$ cat src/rtl/game_state_ctrl.sv
// Game sequencer and collision judge: frame strobe, start-key debounce,
// bird-vs-pipe/ground/ceiling hit detection, pipe scoring and IDLE/PLAY/DEAD/OVER FSM.
module game_state_ctrl #(
    parameter int unsigned FRAME_DIV    = 1083333,
    parameter int unsigned DEBOUNCE_CYC = 650000,
    parameter int unsigned DEATH_FRAMES = 60,
    parameter int unsigned BIRD_W       = 40,
    parameter int unsigned BIRD_H       = 35,
    parameter int unsigned PIPE_W       = 80,
    parameter int unsigned GAP_H        = 180,
    parameter int unsigned GROUND_Y     = 668
) (
    input  logic        clk,
    input  logic        rst_n,
    input  logic        key_start,
    input  logic [11:0] bird_x,
    input  logic [11:0] bird_y,
    input  logic [11:0] pipe0_x,
    input  logic [11:0] pipe0_gap_y,
    input  logic [11:0] pipe1_x,
    input  logic [11:0] pipe1_gap_y,
    output logic        frame_pulse,
    output logic        game_active,
    output logic        game_over,
    output logic [1:0]  state,
    output logic [7:0]  score
);

    localparam int unsigned FW = (FRAME_DIV > 1) ? $clog2(FRAME_DIV) : 1;
    localparam int unsigned DW = (DEBOUNCE_CYC > 1) ? $clog2(DEBOUNCE_CYC) : 1;
    localparam int unsigned CW = (DEATH_FRAMES > 1) ? $clog2(DEATH_FRAMES) : 1;
    localparam int unsigned SW = 13;

    localparam logic [FW-1:0] FRAME_LAST = FW'(FRAME_DIV - 1);
    localparam logic [DW-1:0] DEB_LAST   = DW'(DEBOUNCE_CYC - 1);
    localparam logic [CW-1:0] DEATH_LAST = CW'(DEATH_FRAMES - 1);

    typedef enum logic [1:0] {
        IDLE = 2'd0,
        PLAY = 2'd1,
        DEAD = 2'd2,
        OVER = 2'd3
    } state_t;

    state_t          st;
    logic [FW-1:0]   frame_cnt;
    logic [FW-1:0]   frame_cnt_nxt;
    logic            key_s1;
    logic            key_s2;
    logic            key_level;
    logic            key_press;
    logic [DW-1:0]   deb_cnt;
    logic            hit;
    logic            hit_r;
    logic [1:0]      clear;
    logic [1:0]      passed;
    logic [CW-1:0]   death_cnt;
    logic [1:0]      gain;
    logic [8:0]      score_sum;
    logic [7:0]      score_sat;
    logic [SW-1:0]   bird_r;
    logic [SW-1:0]   bird_b;
    logic [2:0]      pipe0_res;
    logic [2:0]      pipe1_res;

    assign state = st;

    // Per-pipe judgement in 13-bit arithmetic: {x overlap, y outside gap, pipe cleared}
    function automatic logic [2:0] pipe_eval(input logic [11:0] px, input logic [11:0] gy,
                                             input logic [11:0] bx, input logic [11:0] by);
        logic [SW-1:0] p_r;
        logic [SW-1:0] g_b;
        logic [SW-1:0] b_r;
        logic [SW-1:0] b_b;
        logic          xov;
        logic          yout;
        logic          clr;
        p_r  = {1'b0, px} + SW'(PIPE_W);
        g_b  = {1'b0, gy} + SW'(GAP_H);
        b_r  = {1'b0, bx} + SW'(BIRD_W);
        b_b  = {1'b0, by} + SW'(BIRD_H);
        xov  = (b_r > {1'b0, px}) && ({1'b0, bx} < p_r);
        yout = (by < gy) || (b_b > g_b);
        clr  = (p_r < {1'b0, bx});
        return {xov, yout, clr};
    endfunction

    // Frame counter next value; the strobe is registered one cycle early so it lines up with the last count
    always_comb begin
        frame_cnt_nxt = frame_cnt + FW'(1);
        if (frame_cnt == FRAME_LAST) begin
            frame_cnt_nxt = '0;
        end
    end

    // Free-running frame counter and strobe
    always_ff @(posedge clk or negedge rst_n) begin
        if (!rst_n) begin
            frame_cnt   <= '0;
            frame_pulse <= 1'b0;
        end else begin
            frame_cnt   <= frame_cnt_nxt;
            frame_pulse <= (frame_cnt_nxt == FRAME_LAST);
        end
    end

    // Start key synchroniser, stability counter and rising-edge pulse
    always_ff @(posedge clk or negedge rst_n) begin
        if (!rst_n) begin
            key_s1    <= 1'b0;
            key_s2    <= 1'b0;
            key_level <= 1'b0;
            key_press <= 1'b0;
            deb_cnt   <= '0;
        end else begin
            key_s1    <= key_start;
            key_s2    <= key_s1;
            key_press <= 1'b0;
            if (key_s2 == key_level) begin
                deb_cnt <= '0;
            end else if (deb_cnt == DEB_LAST) begin
                deb_cnt   <= '0;
                key_level <= key_s2;
                key_press <= key_s2;
            end else begin
                deb_cnt <= deb_cnt + DW'(1);
            end
        end
    end

    // Combined hit and per-frame score gain
    always_comb begin
        bird_r    = {1'b0, bird_x} + SW'(BIRD_W);
        bird_b    = {1'b0, bird_y} + SW'(BIRD_H);
        pipe0_res = pipe_eval(pipe0_x, pipe0_gap_y, bird_x, bird_y);
        pipe1_res = pipe_eval(pipe1_x, pipe1_gap_y, bird_x, bird_y);
        clear     = {pipe1_res[0], pipe0_res[0]};
        hit       = (pipe0_res[2] && pipe0_res[1]) || (pipe1_res[2] && pipe1_res[1]) ||
                    (bird_b >= SW'(GROUND_Y)) || (bird_y == 12'd0);
        gain      = 2'(clear[0] && !passed[0]) + 2'(clear[1] && !passed[1]);
        score_sum = {1'b0, score} + 9'(gain);
        score_sat = (score_sum > 9'd255) ? 8'hFF : score_sum[7:0];
    end

    // Collision register, sampled every cycle
    always_ff @(posedge clk or negedge rst_n) begin
        if (!rst_n) begin
            hit_r <= 1'b0;
        end else begin
            hit_r <= hit;
        end
    end

    // Game FSM with scoring, death timer and registered status outputs
    always_ff @(posedge clk or negedge rst_n) begin
        if (!rst_n) begin
            st          <= IDLE;
            score       <= 8'd0;
            passed      <= 2'b00;
            death_cnt   <= '0;
            game_active <= 1'b0;
            game_over   <= 1'b0;
        end else begin
            // a pipe that is no longer behind the bird has respawned and may score again
            passed <= passed & clear;
            case (st)
                IDLE: begin
                    if (key_press) begin
                        st          <= PLAY;
                        game_active <= 1'b1;
                        score       <= 8'd0;
                        passed      <= 2'b00;
                        death_cnt   <= '0;
                    end
                end
                PLAY: begin
                    if (frame_pulse) begin
                        if (hit_r) begin
                            st          <= DEAD;
                            game_active <= 1'b0;
                        end else begin
                            score  <= score_sat;
                            passed <= clear;
                        end
                    end
                end
                DEAD: begin
                    if (frame_pulse) begin
                        if (death_cnt == DEATH_LAST) begin
                            st        <= OVER;
                            game_over <= 1'b1;
                            death_cnt <= '0;
                        end else begin
                            death_cnt <= death_cnt + CW'(1);
                        end
                    end
                end
                OVER: begin
                    if (key_press) begin
                        st        <= IDLE;
                        game_over <= 1'b0;
                    end
                end
                default: begin
                    st          <= IDLE;
                    game_active <= 1'b0;
                    game_over   <= 1'b0;
                end
            endcase
        end
    end

endmodule

$ cat config.mk
export PLATFORM = sky130hd
export DESIGN_NAME = game_state_ctrl
export DESIGN_NICKNAME = d
export VERILOG_FILES = /design/src/rtl/game_state_ctrl.sv
export SDC_FILE = /design/constraint.sdc
export NUM_CORES = 1
export LEC_CHECK = 0
export CORE_ASPECT_RATIO = 1.75
export CORE_MARGIN = 2
export CORE_UTILIZATION = 35
export DETAILED_ROUTE_END_ITERATION = 10
export HOLD_SLACK_MARGIN = 0.08
export SLEW_MARGIN = 30
export SYNTH_ARGS = -nofsm -noshare
export SYNTH_HDL_FRONTEND = slang
export SYNTH_SLANG_ARGS = --single-unit
$ cat constraint.sdc
create_clock -name clk -period 2.2 [get_ports clk]
set_input_delay 0.33 -clock clk [delete_from_list [all_inputs] [get_ports clk]]
set_output_delay 0.33 -clock clk [all_outputs]
set_load 0.005 [all_outputs]
==> results of run 1 <==
==> Yosys cell counts, types with 6 or more instances <==
| master | n | area [µm²] |
|---|---|---|
| o21ai_0 | 38 | 190 |
| o31ai_1 | 8 | 60.1 |
| nand2b_1 | 9 | 56.3 |
| ha_1 | 113 | 1410 |
| nor2b_1 | 8 | 50.1 |
| nor4_1 | 7 | 43.8 |
| a21oi_1 | 43 | 215 |
| a21o_1 | 9 | 67.6 |
| and4_1 | 11 | 96.3 |
| dfrtp_1 | 67 | 1680 |
| nand2_1 | 47 | 176 |
| nor3_1 | 22 | 110 |
| xor2_1 | 20 | 175 |
| and3_1 | 11 | 68.8 |
| nand4_1 | 18 | 113 |
| xnor2_1 | 59 | 517 |
| nand3_1 | 41 | 205 |
| nand3b_1 | 6 | 45.0 |
| inv_1 | 79 | 297 |
| nor2_1 | 79 | 297 |
==> metal layers <==
layer	part of all wire	vias to the layer above	GRT usage
met1	0.36	3148	0.197
met2	0.57	111	0.387
met5	0	-	0
li1	-	3405	-
met3	0.028	50	0.0224
met4	0.041	0	0.0923
==> cells by family (layout without fill, tap and decap cells) <==
group	count (synthesis)	in the layout
buffers and inverters	84	384
multiplexers	5	5
adder cells (fa/ha/maj)	114	114
AND/OR/NAND/NOR	294	294
XOR/XNOR	79	79
flip-flops	67	67
AO/OA/AOI/OAI	139	139
==> registers in the layout, summed over array words and instances, names as in the netlist <==
name	cells
death_cnt	6
deb_cnt	20
frame_cnt	21
frame_pulse	1
game_active	1
game_over	1
hit_r	1
key_level	1
key_press	1
key_s1	1
key_s2	1
passed	2
score	8
state	2
==> layout make-up <==
class	count	area, µm²	area share
clock buffer	12	256	0.0242
clock inverter	4	25.0	0.00236
inverter	79	317	0.0298
multi-input combinational	631	5600	0.528
sequential	67	1680	0.158
tap	238	298	0.0281
timing repair buffer	289	2430	0.229
==> stage by stage <==
stage / hold slack, ns / power (µW) / instances / area, µm² / util
final: 0.345 / 4150 / 1320 / 10600 / 0.571
after global routing: 0.369 / 4410 / 1320 / 10600 / 0.571
after CTS: 0.346 / 4050 / 1312 / 10100 / 0.546
after detailed placement: 0.335 / 2450 / 1267 / 9100 / 0.490
after global placement: 0.335 / 2440 / 1267 / 9100 / 0.490
after floorplan: 0.0344 / 1850 / 782 / 6700 / -
==> layout by cell type (no fill, tap or decap), types with 7 or more instances in the layout <==
| cell type | instances |
|---|---|
| clkbuf_16 | 9 |
| a21oi_1 | 28 |
| ha_1 | 91 |
| nand3_1 | 31 |
| inv_1 | 61 |
| o21ai_2 | 8 |
| nand2b_1 | 8 |
| and4_1 | 7 |
| dlygate4sd2_1 | 20 |
| clkbuf_2 | 7 |
| nor3_1 | 16 |
| ha_4 | 21 |
| o21ai_0 | 24 |
| and3_1 | 10 |
| buf_4 | 183 |
| xor2_1 | 19 |
| dfrtp_1 | 67 |
| nand4_1 | 18 |
| xnor2_2 | 13 |
| nand2_1 | 41 |
| nor2_1 | 73 |
| nand3_2 | 8 |
| xnor2_1 | 42 |
| a21o_1 | 8 |
| inv_2 | 16 |
| nor2b_1 | 8 |
| nor4_1 | 7 |
| a21oi_2 | 11 |
| clkdlybuf4s50_1 | 38 |
| buf_6 | 18 |
==> timing repair <==
item	in CTS	in global routing
pin swaps	75	61
setup endpoints to repair	12	12
hold buffers	1	0
hold endpoints to repair	67	0
buffers inserted	29	10
resized for setup	218	94
==> path summary, 6_finish.rpt <==
kind | startpoint | endpoint | slack (ns) | depth (start not counted)
worst min register to register | key_s1$_DFF_PN0_ | key_s2$_DFF_PN0_ | 0.35 | 0
worst max-delay path | pipe0_x[5] | score[0]$_DFFE_PN0P_ | -0.82 | 20
worst min-delay path | key_s1$_DFF_PN0_ | key_s2$_DFF_PN0_ | 0.35 | 0
min in group asynchronous | rst_n | death_cnt[0]$_DFFE_PN0P_ | 0.53 | 3
max in group asynchronous | rst_n | frame_cnt[5]$_DFF_PN0_ | 1.37 | 3
worst max register to register | frame_cnt[0]$_DFF_PN0_ | frame_pulse$_DFF_PN0_ | 0.13 | 7
==> power breakdown <==
part           switching, µW  internal, µW  total [µW]
registers               7.29          1240        1250
logic                    739           840        1580
clock network            498           818        1320
total                   1240          2900        4150
==> summary.txt, run 1 <==
Timing
  – Slew at the pin closest to its max-slew limit: 0.523 ns
  – Layout Skew: 0.00576 ns
  – Fmax: 331 MHz
  – Final setup margin: -0.823 ns
  – Setup_tns: -7.14 ns
  – Final Max Tran Viols: 0
  – Crit share post-route: 1.37
  – # setup viols final: 11
  – Max transition margin: 0.648
  – Unrepaired setup endpoints after global routing: yes
  – Min Clock Period, post-route: 3.02 ns
  – Hold Vio Cnt, Final: 0

CTS
  – Clock Latency Late Sink: 0.33 ns
  – Clock Tree Root: clkbuf_16
  – CTS Buffer Depth: 2
  – Number of CTS-inserted buffers: 9
  – Clk pin slew, worst setup/hold paths: 0.05 ns
  – CTS tree: done
  – Clock sinks: 67
  – H-Tree Depth: 3

Logic synthesis
  – Ys async rst share: 1.00
  – Synth Register Bits: 67
  – Simple-Gate Fraction of Synth Area: 0.235
  – Largest family of logic cells by synthesized area: simple AND/OR/NAND/NOR gates
  – Synth Area in XOR/XNOR: 0.105
  – Compound-Gate Fraction of Synth Area: 0.132
  – Sequential area share after synthesis: 0.254
  – Yosys synthesis warning count: 0
  – Count of cell types in the netlist: 67
  – Post-Synth Adder-Cell Area: 0.217
  – Mean area per synthesized cell: 8.45 µm²
  – Mapped Nets: 971
  – Post-synth EDFFs: 0
  – Synthesized area: 6610 µm²
  – Syn Inst Count: 782
  – Post-synth top flop: dfrtp_1
  – Mux share of post-synthesis cell area: 0.00815

Global routing
  – Global-route wire length before repair: 31.2 mm
  – Total GRT Usage: 0.195
  – Initial antenna violation count: 0
  – Largest net degree at the start of global routing: 68
  – Gr ovfl total: 0
  – Vias in the first global route: 6,881

Placed design
  – HPWL after DPL: 14.9 mm
  – Port Buffers: 87
  – Place WS: -1.75 ns
  – Final Wtd Congestion: 0.866

Layout
  – Fillcell total: 1,613
  – ANT cells: 0
  – Area growth, synth to finish: 60.6%
  – Final #Nets: 1,266
  – Share of post-route cells with drive strength above 1: 0.363

Floorplan
  – Core Rows: 66
  – Die Footprint: 20,000 µm²
  – Ports: 88
  – Die W: 108 µm
  – Die Height: 186 µm
  – Core Region: 18,600 µm²
  – Starting Density: 0.355

Power
  – Leakage Power: 0.00495 µW
  – Max rail drop VDD: 0.000541 V
  – P per Cell Area: 391 nW/µm²

Worst setup path
  – Most used cell, CP: buf_6
  – CP endpoint kind: register
  – CP max stage delay: 0.36 ns
  – Worst path buffer plus inverter count: 5
  – Crit path DAT: 3.28 ns
  – Worst Setup Start Kind: primary input
  – Worst Path Required: 2.45 ns
  – Cell Chain, Critical Path: buf_8, a21oi_4, buf_6, nor3_4, nand3_1, xnor2_1, ha_1, o21ai_1, a21oi_1, nor3_1, o31a_1, nand2b_1, fa_2, inv_2, ha_4, and4_4, nand3_4, buf_4, buf_6, a31oi_1
  – Setup CP Type: in2reg
  – Slowest library cell on the worst path: fa_2
  – Crit-path leading delay family: simple AND/OR/NAND/NOR gates
  – CP max FO: 7

Routing
  – 1st-pass router iterations: 4
  – Iteration-0 DRC Markers: 217
  – Drt drc: 0
  – DR vias: 6,714
  – Routed vias/inst: 5.09
  – Final ANT Viol Nets: 0
  – Wire per inst: 14.6 µm
  – Wirelength, routed: 19.3 mm

Outcome
  – Status: finished with violations
  – Failing checks: negative setup slack

Job
  – Max Cap Viol: 0

Min path
  – HP Class: reg2reg
Note: power is estimated with default switching activity, not from simulation.
==> inputs of run 2 (changes only) <==
--- a/config.mk
+++ b/config.mk
@@ -5,6 +5,7 @@
 export SDC_FILE = /design/constraint.sdc
 export NUM_CORES = 1
 export LEC_CHECK = 0
+export CAP_MARGIN = 30
 export CORE_ASPECT_RATIO = 1.75
 export CORE_MARGIN = 2
 export CORE_UTILIZATION = 35
==> results of run 2 <==
Same layout as run 1: the final DEF is identical, and so are final timing and power.
==> edit 1 (config.mk and constraints of run 1) <==
Change the localparam `SW` from 13 to 26.
--- a/src/rtl/game_state_ctrl.sv
+++ b/src/rtl/game_state_ctrl.sv
@@ -29,7 +29,7 @@
     localparam int unsigned FW = (FRAME_DIV > 1) ? $clog2(FRAME_DIV) : 1;
     localparam int unsigned DW = (DEBOUNCE_CYC > 1) ? $clog2(DEBOUNCE_CYC) : 1;
     localparam int unsigned CW = (DEATH_FRAMES > 1) ? $clog2(DEATH_FRAMES) : 1;
-    localparam int unsigned SW = 13;
+    localparam int unsigned SW = 26;
 
     localparam logic [FW-1:0] FRAME_LAST = FW'(FRAME_DIV - 1);
     localparam logic [DW-1:0] DEB_LAST   = DW'(DEBOUNCE_CYC - 1);
Function: kept (Yosys induction, for registers that start in step).
==> edit 1 against run 1 <==
The run still ends with negative setup slack left. Worst hold slack better by 0.015 ns. Sequential share of layout area grew 0.78 points. Area after synthesis grew 0.53%. Count of clock-buffer cells in the layout fell by 3. Total power increased by 0.23%. Sequential power about the same. Clock skew down 0.00054 ns. Setup slack worse by 0.20 ns. Cell area down 4.6%. Routed wire length down 2.5%. Sequential cell count did not move. Final cell count down 0.76%. Largest power group is now clock. Highest routed layer unchanged.
==> edit 1: results (changes against run 1) <==
Post-synth top cells=ha_1 (113), inv_1 (76), nor2_1 (72); yosys warns=0 (unchanged); CP Max Fanout=6 (-1); Yosys cell types=69 (+3.0%); Area contributors post-synth=dfrtp_1 (25%), ha_1 (21%), xnor2_1 (7.4%), inv_1 (4.3%), nor2_1 (4.1%); reg-to-reg slack, setup=-0.11 ns (-0.24 ns); met2 usage=39.0% (+0.25 points); Antenna Cells=0 (unchanged); Max VDD drop=0.441 mV (-19%); initial antenna violation count=0 (unchanged); Inserted Clock Buffers=9 (unchanged); met3 Use GR=1.99% (-0.25 points); Met2 Routed Length=10.6 mm (-4.2%); critical path startpoint=pipe1_x[5]; share of cells above drive strength 1=29.0% (-7.3 points); reg2reg path depth=7 (unchanged); CP arrival=3.48 ns (+0.20 ns); Final GP Congestion=0.900 (+3.9%); met3 wire len=394 microns (-28%); Critical Path End=score[2]; top sig layer=met4; Hold Slack=0.360 ns (+0.0150 ns); vias per cell=5.05 (-0.69%); initial drt markers=174 (-20%); GRT Util Overall=19.4% (-0.16 points); Routed met1 length=7.27 mm (+5.1%); Pleak=4.75 nW (-4.2%); met1 Resource Use GR=20.0% (+0.29 points); CTS Root Cell=clkbuf_16; failing checks=negative setup slack; fill count=1,742 (+8.0%); final clock skew=0.00522 ns (-0.000541 ns); outcome=finished, violations left; largest net degree at the start of global routing=68 (unchanged); first-pass GRT wire length=31.3 mm (+0.51%); RR Endpoint=frame_pulse; PostCTS Resize Cnt=147 (-33%); setup violators final=10 (-1); 1st-pass router iterations=4 (unchanged); largest registers=frame_cnt x21, deb_cnt x20, score x8; Worst Tran Pin Value=0.485 ns (-0.0383 ns); vias in the first global route=7,050 (+2.5%); wire per inst=14.4 microns (-1.7%); Most used DFF post-synth=dfrtp_1; hpwl dp=15.1 mm (+1.3%); sequential share of the synthesized area=25.2% (-0.13 points); Synthesized Nets=982 (+1.1%); Hold Crit Start=key_s1; ys async rst share=100% (unchanged); NumNets Final=1,256 (-0.79%); Setup Fix Bufs, Post-CTS=17 (-41%); Final WS setup=-1.03 ns (-0.205 ns)
-- edit 1: cell types whose count changed after synthesis, sizes merged, moves of 4 or more --
cell,delta
clkbuf,+10
nor2,-7
and4,-6
nand2b,+4
-- edit 1: layout make-up --
| cell class | count | area (sq um) | area share, % |
|---|---|---|---|
| sequential | 67 | 1680 | 16.6 |
| clock inverter | 7 | 92.6 | 0.915 |
| clock buffer | 9 | 225 | 2.23 |
| inverter | 76 | 313 | 3.09 |
| tap | 238 | 298 | 2.94 |
| multi-input combinational | 635 | 5160 | 51.1 |
| timing repair buffer | 278 | 2340 | 23.2 |
-- edit 1: cells by family (layout without fill, tap and decap cells) --
family	count (synthesis)	count (layout)	synth area share (%)
AOI/OAI and AO/OA	149	149	14.3
xor gates and xnor gates	77	77	10.2
adders and majority gates	114	114	21.6
buffers and inverters	91	370	5.22
DFF	67	67	25.2
muxes	3	3	0.490
and+or+nand+nor	292	292	23.0
-- edit 1: metrics by stage --
| stage | instance area [sq um] | instances | TNS, ns | setup WS [ns] | util, % |
|---|---|---|---|---|---|
| CTS | 9940 | 1308 | -8.72 | -1.10 | 53.5 |
| global route | 10100 | 1310 | -9.63 | -1.13 | 54.4 |
| global placement | 9190 | 1274 | -17.62 | -1.90 | 49.4 |
| floorplan | 6800 | 793 | -9.56 | -1.20 | - |
| detailed placement | 9190 | 1274 | -18.25 | -1.98 | 49.4 |
| finish | 10100 | 1310 | -8.60 | -1.03 | 54.4 |
-- edit 1: where the power goes --
group          switching [mW]  internal, mW  leakage [nW]
clock network           0.541         0.989         0.159
logic                   0.638         0.740          3.69
registers             0.00629          1.24         0.898
total                    1.19          2.97          4.75
==> edit 2 (config.mk and constraints of run 1) <==
Made on the original files. Compare `death_cnt` against `DEATH_LAST` with >= in place of ==.
--- a/src/rtl/game_state_ctrl.sv
+++ b/src/rtl/game_state_ctrl.sv
@@ -186,7 +186,7 @@
                 end
                 DEAD: begin
                     if (frame_pulse) begin
-                        if (death_cnt == DEATH_LAST) begin
+                        if (death_cnt >= DEATH_LAST) begin
                             st        <= OVER;
                             game_over <= 1'b1;
                             death_cnt <= '0;
Check against the original RTL: same outputs for any inputs over 10 cycles, from zero or initial values and one cycle with rst_n low; that may be too few to reach the edited logic, so the function may still have changed.
==> edit 2 against run 1 <==
Setup slack lost 0.17 ns. Combinational power shrank 11%. Cell area shrank 3.7%. Count of clock-buffer cells in the layout grew 3. Largest power group unchanged. Sequential cell count is the same. Routed wire length shrank 4.8%. The run still ends with negative setup slack left. Critical path type unchanged. Total power shrank 2.9%. Synthesized cell count shrank 1.0%. Area after synthesis is essentially flat.
==> edit 2: results (changes against run 1) <==
outcome=finished, violations left; failing checks=negative setup slack; share of cells above drive strength 1=31.6% (-4.7 points); wire per inst=14.1 microns (-3.6%); hpwl dp=15.0 mm (+0.45%); Hold Slack=0.353 ns (+0.00817 ns); Synthesized Nets=963 (-0.82%); first-pass GRT wire length=30.8 mm (-1.3%); Pleak=4.88 nW (-1.5%); Placed Cells=1,255 (-0.95%); Post-synth top cells=ha_1 (113), inv_1 (78), nor2_1 (68); setup violators final=9 (-2); Area contributors post-synth=dfrtp_1 (25%), ha_1 (21%), xnor2_1 (6.6%), inv_1 (4.4%), xor2_1 (4.0%); setup TNS=-7.98 ns (-0.834 ns); register clock-pin slew on the reported worst setup and hold paths=0.05 ns (about the same); Max transition margin=65.2% (+0.38 points); CP arrival=3.43 ns (+0.15 ns); reg2reg path depth=9 (+2); Final WS setup=-0.994 ns (-0.171 ns); met2 usage=39.7% (+1.0 points); met1 Resource Use GR=19.0% (-0.72 points); NumNets Final=1,250 (-1.3%); initial drt markers=195 (-10%); met3 Use GR=1.82% (-0.42 points); Yosys cell types=62 (-7.5%); syn avg cell area=8.54 sq um (+1.1%); sequential share of the synthesized area=25.4% (about the same); largest net degree at the start of global routing=34 (-50%); RR Endpoint=score[4]; Worst R2R Start=state[0]; critical path startpoint=pipe0_x[4]; GRT Util Overall=19.1% (-0.39 points); Placed Area=9130 sq um (+0.33%); vias in the first global route=6,842 (-0.57%); Final GP Congestion=0.831 (-4.1%); worst slack at placement=-1.71 ns (+0.0360 ns); final clock skew=0.00533 ns (-0.000432 ns); WL final=18.4 mm (-4.8%)
-- edit 2: power by group --
group          total (mW)  internal [mW]  switching [mW]  leakage, nW
clock                1.37          0.884           0.489        0.146
combinational        1.40          0.754           0.651         3.85
sequential           1.25           1.24         0.00550        0.888
-- edit 2: what timing repair did --
item | in CTS | in global routing
gates resized for setup | 154 | 52
hold endpoints to repair | 19 | 0
pin swaps | 73 | 43
hold buffers | 1 | 0
buffers inserted | 30 | 7
setup endpoints to repair | 11 | 12
-- edit 2: worst max-delay path by stage --
stage / endpoint / slack [ns] / cells after the start
final: score[5] / -0.99 / 18
after detailed placement: score[4] / -1.71 / 18
after global routing: score[3] / -1.14 / 18
after floorplan: score[4] / -1.0 / 17
after global placement: score[4] / -1.70 / 18
after CTS: score[4] / -0.95 / 18
-- edit 2: logic make-up (layout without fill, tap and decap cells) --
kind of cell,after synthesis,count (layout),synth area share [%]
compound gates,143,143,13.3
simple gates,280,280,23.1
mux,5,5,0.795
flops,67,67,25.4
fa+ha+maj,114,114,21.7
xor+xnor,80,80,10.6
buf+inv,85,377,5.09
-- edit 2: worst max-delay path, cell delays in order --
cell and delay [ns]:
buf_8 0.10, buf_6 0.11, ha_4 0.16, o2111a_1 0.26, xnor2_1 0.14, ha_1 0.33, a21o_1 0.20, a21oi_2 0.13
o2111ai_2 0.14, or2_4 0.27, fa_2 0.34, inv_2 0.08, ha_4 0.13, nand3_4 0.08, nor3_4 0.18, and3_4 0.25
nor3_2 0.05, a211oi_1 0.16
-- edit 2: layout make-up --
| class | instances | area [sq um] |
|---|---|---|
| clock buffer | 15 | 288 |
| clock inverter | 1 | 5.00 |
| fill | 1704 | 8370 |
| inverter | 78 | 318 |
| multi-input combinational | 622 | 5260 |
| sequential | 67 | 1680 |
| tap | 238 | 298 |
| timing repair buffer | 283 | 2360 |
-- edit 2: metal layers --
layer / routed length, microns / share of wire, %
met5: 0 / 0
met4: 587 / 3.2
met3: 350 / 1.9
met2: 10700 / 58
met1: 6770 / 37
